`src/rtl/bin_reader_pkg.sv`:
```
// Shared definitions for the PMT bin count reader.
//   state_t     : frame FSM state (IDLE, HDR, MSB, LSB)
//   FRAME_BYTES : bytes per host frame (index, count MSB, count LSB)
//   COUNT_W     : width of a bin photon count
package bin_reader_pkg;

  localparam int unsigned COUNT_W     = 16;
  localparam int unsigned FRAME_BYTES = 3;

  typedef enum logic [1:0] {
    IDLE = 2'd0,
    HDR  = 2'd1,
    MSB  = 2'd2,
    LSB  = 2'd3
  } state_t;

endpackage

```
`src/rtl/bin_fifo.sv`:
```
// Synchronous FIFO holding tagged bin entries.
//   clk, reset_n : clock, asynchronous active-low reset
//   wr_en, din   : push din (ignored when full unless popping the same cycle)
//   rd_en, dout  : pop head into the dout register (ignored when empty)
//   full, empty  : occupancy flags
//   level        : number of stored entries (0..DEPTH)
module bin_fifo #(
  parameter int unsigned DEPTH = 8,
  parameter int unsigned AW    = 3,
  parameter int unsigned W     = 24
) (
  input  logic          clk,
  input  logic          reset_n,
  input  logic          wr_en,
  input  logic [W-1:0]  din,
  input  logic          rd_en,
  output logic [W-1:0]  dout,
  output logic          full,
  output logic          empty,
  output logic [AW:0]   level
);

  logic [W-1:0]  mem [DEPTH];
  logic [AW-1:0] wptr;
  logic [AW-1:0] rptr;
  logic          do_wr;
  logic          do_rd;

  assign full  = (level == (AW+1)'(DEPTH));
  assign empty = (level == '0);

  // A push into a full FIFO is legal when the head leaves on the same edge;
  // the read below samples the old slot contents before the write lands.
  assign do_rd = rd_en && !empty;
  assign do_wr = wr_en && (!full || do_rd);

  always_ff @(posedge clk or negedge reset_n) begin
    if (!reset_n) begin
      wptr  <= '0;
      rptr  <= '0;
      level <= '0;
      dout  <= '0;
    end else begin
      if (do_wr) wptr <= wptr + 1'b1;
      if (do_rd) begin
        rptr <= rptr + 1'b1;
        dout <= mem[rptr];
      end
      case ({do_wr, do_rd})
        2'b10:   level <= level + 1'b1;
        2'b01:   level <= level - 1'b1;
        default: level <= level;
      endcase
    end
  end

  // Storage array carries no reset; only the pointers define validity.
  always_ff @(posedge clk) begin
    if (do_wr) mem[wptr] <= din;
  end

endmodule

```
`src/rtl/bin_count_reader.sv`:
```
// Reader side of the per-time-bin PMT photon counter.
// Captures {bin_idx, count_in} on each bin_end strobe into a FIFO and streams
// each entry to the host as a 3-byte frame: bin_idx, count[15:8], count[7:0].
//   clk, reset_n : clock, asynchronous active-low reset
//   bin_end      : 1-cycle strobe, count_in valid this cycle
//   count_in     : photon count of the closing bin
//   tx_data      : frame byte, tx_valid : byte valid, tx_ready : sink accepts
//   overflow     : sticky, a bin was dropped on a full FIFO
//   fifo_level   : entries stored in the FIFO (excludes the frame in flight)
//   busy         : a frame is being transmitted
module bin_count_reader
  import bin_reader_pkg::*;
#(
  parameter int unsigned FIFO_DEPTH = 8,
  parameter int unsigned FIFO_AW    = 3,
  parameter int unsigned IDX_W      = 8
) (
  input  logic               clk,
  input  logic               reset_n,
  input  logic               bin_end,
  input  logic [COUNT_W-1:0] count_in,
  output logic [7:0]         tx_data,
  output logic               tx_valid,
  input  logic               tx_ready,
  output logic               overflow,
  output logic [FIFO_AW:0]   fifo_level,
  output logic               busy
);

  localparam int unsigned FRAME_W = FRAME_BYTES * 8;

  state_t             state;
  logic               pend;
  logic [IDX_W-1:0]   bin_idx;
  logic               pop;
  logic               push;
  logic               fifo_full;
  logic               fifo_empty;
  logic [FRAME_W-1:0] frame;

  // The FIFO output register doubles as the frame register: it only changes
  // on a pop, and pops happen only between frames or on the LSB accept edge.
  // Taking the bytes straight from it is what allows back-to-back frames
  // without an idle cycle.
  bin_fifo #(
    .DEPTH (FIFO_DEPTH),
    .AW    (FIFO_AW),
    .W     (FRAME_W)
  ) u_fifo (
    .clk     (clk),
    .reset_n (reset_n),
    .wr_en   (push),
    .din     ({bin_idx, count_in}),
    .rd_en   (pop),
    .dout    (frame),
    .full    (fifo_full),
    .empty   (fifo_empty),
    .level   (fifo_level)
  );

  // Pop from IDLE once (pend marks the cycle the popped entry settles into
  // the frame register), or chain directly on the LSB accept.
  assign pop = !fifo_empty &&
               ((state == IDLE && !pend) ||
                (state == LSB && tx_valid && tx_ready));

  assign push = bin_end && (!fifo_full || pop);
  assign busy = (state != IDLE);

  always_comb begin
    tx_data = '0;
    unique case (state)
      HDR:     tx_data = frame[FRAME_W-1 -: 8];
      MSB:     tx_data = frame[COUNT_W-1 -: 8];
      LSB:     tx_data = frame[7:0];
      default: tx_data = '0;
    endcase
  end

  always_ff @(posedge clk or negedge reset_n) begin
    if (!reset_n) begin
      bin_idx  <= '0;
      overflow <= 1'b0;
    end else if (bin_end) begin
      // Index advances on dropped bins too so the host sees the gap.
      bin_idx <= bin_idx + 1'b1;
      if (fifo_full && !pop) overflow <= 1'b1;
    end
  end

  always_ff @(posedge clk or negedge reset_n) begin
    if (!reset_n) begin
      state    <= IDLE;
      pend     <= 1'b0;
      tx_valid <= 1'b0;
    end else begin
      unique case (state)
        IDLE: begin
          if (pend) begin
            pend     <= 1'b0;
            state    <= HDR;
            tx_valid <= 1'b1;
          end else if (!fifo_empty) begin
            pend <= 1'b1;
          end
        end
        HDR: if (tx_valid && tx_ready) state <= MSB;
        MSB: if (tx_valid && tx_ready) state <= LSB;
        LSB: begin
          if (tx_valid && tx_ready) begin
            if (!fifo_empty) begin
              state <= HDR;
            end else begin
              state    <= IDLE;
              tx_valid <= 1'b0;
            end
          end
        end
        default: state <= IDLE;
      endcase
    end
  end

endmodule

```
`config.mk`:
```
export PLATFORM = sky130hd
export DESIGN_NAME = bin_count_reader
export DESIGN_NICKNAME = d
export VERILOG_FILES = /design/src/rtl/bin_reader_pkg.sv /design/src/rtl/bin_fifo.sv /design/src/rtl/bin_count_reader.sv
export SDC_FILE = /design/constraint.sdc
export NUM_CORES = 1
export LEC_CHECK = 0
export CELL_PAD_IN_SITES_DETAIL_PLACEMENT = 0
export CELL_PAD_IN_SITES_GLOBAL_PLACEMENT = 1
export CORE_AREA = 2 2 141 143
export CTS_BUF_LIST = sky130_fd_sc_hd__clkbuf_4 sky130_fd_sc_hd__clkbuf_8
export DETAILED_ROUTE_END_ITERATION = 6
export DIE_AREA = 0 0 143 145
export GPL_TIMING_DRIVEN = 0
export PLACE_DENSITY = 0.84
export SETUP_SLACK_MARGIN = 0.02
export SLEW_MARGIN = 25
export SYNTH_ARGS = -nofsm -noshare
export SYNTH_HDL_FRONTEND = slang
export SYNTH_SLANG_ARGS = --single-unit
export TNS_END_PERCENT = 5
```
`constraint.sdc`:
```
create_clock -name clk -period 7.6 [get_ports clk]
set_input_delay 1.14 -clock clk [delete_from_list [all_inputs] [get_ports clk]]
set_output_delay 1.14 -clock clk [all_outputs]
set_load 0.03 [all_outputs]
```
==> metrics.md <==
| Metric | Value |
|---|---|
| Startpoint Class | flip-flop |
| Setup CP Type | flip-flop to primary output |
| Pins Over Slew Limit | 0 |
| Worst ir drop on vdd | 142.2 uV |
| Post-synthesis mux area share | 14.55% |
| Type of the most critical hold path | flip-flop to flip-flop |
| Combinational share of power | 13.1% |
| Sequential fraction of the synthesis area | 73.60% |
| Status | completed |
| Final wirelength | 18640 um |
| Layout Skew | 0.03018 ns |
| CTS tree | done |
| Simple-gate share of the synthesized area | 3.622% |
| Via count | 4911 |
| Compound-Gate Fraction of Synth Area | 3.303% |
| Met2 routed WL | 9572 um |
| Final std cells w/o fill | 887 |
| Int Power | 0.002433 W |
| Post-Synth Adder-Cell Area | 1.672% |
| GRT Overall Usage | 18.72% |
| Cell variety after synth | 39 |
| Req. time, crit path | 6.46 ns |
| Post-synth EDFFs | 192 |
| P per Cell Area | 293.9 nW/um^2 |
| Post-synthesis xor/xnor area fraction | 1.207% |
| Asr flop ratio synth | 19.67% |
| DR vias/cell | 5.537 |
| Synth Area per Inst | 18.94 um^2 |
| Setup ws final | 3.778 ns |
| Clk buf depth | 3 |
| Met3 WL | 1149 um |
| Initial Util | 49.10% |
| Yosys warns | 0 |
| Synth Instances | 498 |
| Max-slew headroom | 44.58% |
| Drt initial violations | 397 |
| Met1 Wirelength | 7481 um |
| Synthesized area | 9432 um^2 |
| Root Buffer Master | clkbuf_8 |
| Initial antenna violation count | 0 |
| Synth Register Bits | 239 |
| Clock-pin slew on the worst setup and hold paths | 0.06 ns |
| # nets final | 625 |
| Vias in the first global route | 5292 |
| Die Wd | 143 um |
| Core Area | 19210 um^2 |
| Die Y | 145 um |
| Worst Max-Slew Pin Slew | 0.8313 ns |
| Final HPWL DP | 12630 um |
| Top sig layer | met4 |
| # resized after CTS | 0 |
| Fmax achieved | 0.2617 GHz |
| Main combinational cell family by area after synthesis | multiplexers |
| GPL Wtd Cong | 0.7899 |
| Min cycle time layout | 3.822 ns |
| Drt first pass iters | 7 |
| Clk pwr share | 32.4% |
| Routed Antenna Nets | 0 |
| # port buffers | 33 |
| WP data arrival | 2.68 ns |
| DRC viols | 0 |
| CTS buffer count | 38 |
| Global-route wire length before repair | 29150 um |
| Post-CTS setup buffers | 0 |
| Avg WL per Cell | 21.01 um |
| Die Area | 20740 um^2 |
| RSZ-0062 raised after global routing | no |
| CTS Sinks | 239 |
| Placed cells | 818 |
| Placed Area | 10370 um^2 |
| Pre-CTS setup slack | 3.643 ns |
| Hold buffers post-CTS | 0 |
| Design Power | 0.003270 W |
| Hold Violations, Final | 0 |
| Clock Latency Late Sink | 0.54 ns |
| # rows | 51 |
| Layout area overhead | 17.98% |
| CP endpoint kind | primary output |
| Post-Syn Nets | 530 |
| Setup-failing EPs final | 0 |
| Max Cap Viol | 0 |
| Switch Pwr | 0.0008369 W |
| Post-Layout Inst Area | 11130 um^2 |
| Sw Ratio | 25.59% |
| Largest net degree at the start of global routing | 33 |
| I/O pin count | 35 |
| Share of cells above drive strength 1 | 25.93% |
| Seq pwr share | 54.6% |
| Top_reg_cell synth | edfxtp_1 |
| Crit path max fanout | 9 |
| Setup TNS | 0 ns |
| H-tree depth | 2 |
| Grt ovf | 0 |
| Period utilization | 50.29% |
| Leak | 3.751 nW |
## flip-flops by register name, summed over array words and instances (netlist names)
signal,cells
bin_idx,8
overflow,1
pend,1
state,2
tx_valid,1
u_fifo.dout,24
u_fifo.level,4
u_fifo.mem,192
u_fifo.rptr,3
u_fifo.wptr,3
## power groups by stage
stage	logic (W)	registers, W	clock network, W
global route	0.000459	0.00181	0.00113
finish	0.000427	0.00178	0.00106
global placement	0.000353	0.00180	0
CTS	0.000432	0.00179	0.00108
floorplan	0.000206	0.00180	0
detailed placement	0.000430	0.00181	0
## kinds of logic after synthesis
family	Yosys count
buffers and inverters	35
AOI/OAI and AO/OA	47
xor gates and xnor gates	13
adders and majority gates	12
muxes	76
DFF	239
and+or+nand+nor	76
## Yosys cell counts, types with 2 or more instances
library cell,instances,area share [%]
buf_12,2,0.42
buf_1,4,0.16
nor2_1,39,1.6
nand2_1,12,0.48
mux2i_1,25,2.7
nand2b_1,5,0.33
or3_1,2,0.13
nor3_1,6,0.32
nand3_1,2,0.11
nor4_1,3,0.20
xor2_1,6,0.56
a21oi_1,26,1.4
o21ai_0,5,0.27
ha_1,11,1.5
nand4_1,4,0.27
edfxtp_1,192,61
inv_1,10,0.40
buf_2,8,0.42
mux2_2,3,0.36
mux4_2,46,11
buf_4,3,0.24
clkbuf_1,7,0.28
a222oi_1,8,0.85
dfrtp_1,47,12
mux4_1,2,0.56
xnor2_1,7,0.65
## worst paths after layout
path                                      startpoint                          end  slack, ns  depth (start not counted)
min in group asynchronous                    reset_n       bin_idx[1]$_DFFE_PN0P_       0.53                          1
worst max register to register  state[0]$_DFFE_PN0P_  u_fifo.level[3]$_DFFE_PN0P_       4.46                         10
max in group asynchronous                    reset_n  u_fifo.level[2]$_DFFE_PN0P_       6.53                          2
worst min-delay path            overflow$_DFFE_PN0P_         overflow$_DFFE_PN0P_       0.48                          1
worst max-delay path            state[0]$_DFFE_PN0P_                   tx_data[1]       3.78                          6
worst min register to register  overflow$_DFFE_PN0P_         overflow$_DFFE_PN0P_       0.48                          1
## routing by layer
| layer | vias to the layer above | track usage (%) |
|---|---|---|
| met5 | - | 0 |
| met4 | 0 | 5.990 |
| met3 | 33 | 4.488 |
| met2 | 149 | 31.32 |
| met1 | 2555 | 24.24 |
| li1 | 2174 | - |
## metrics by stage
stage | utilization (%) | hold slack, ns
2_1_floorplan | - | 0.4882
3_3_place_gp | 52.55 | 0.4650
3_5_place_dp | 53.99 | 0.4673
4_1_cts | 57.92 | 0.4843
5_1_grt | 57.92 | 0.4965
6_report | 57.93 | 0.4829
## layout make-up
| cell class | instances | area (um^2) |
|---|---|---|
| Tap cell | 265 | 331.6 |
| Sequential cell | 239 | 6942 |
| Clock inverter | 10 | 56.30 |
| Fill cell | 1383 | 8080 |
| Multi-Input combinational cell | 224 | 2346 |
| Clock buffer | 58 | 698.2 |
| Buffer | 25 | 155.1 |
| Antenna cell | 1 | 2.502 |
| Inverter | 10 | 37.54 |
| Timing Repair Buffer | 55 | 558.0 |
## critical path, stage by stage, from the launching register on
cell             delay, ns
dfrtp_1               0.45
inv_1                 0.12
ha_1                  0.21
clkbuf_1              0.20
a222oi_1              0.49
nor2_1                0.09
clkdlybuf4s50_1       0.60
## cell usage in the layout, fill, tap and decap left out, drive strengths merged, types with 12 or more instances in the layout
cell type and n:
mux2i 25, a21oi 27, buf 41, nand2 12
clkbuf 65, dfrtp 47, edfxtp 192, clkdlybuf4s50 32
mux4 48, nor2 39
No activity file was read; power rests on OpenSTA's default activity.
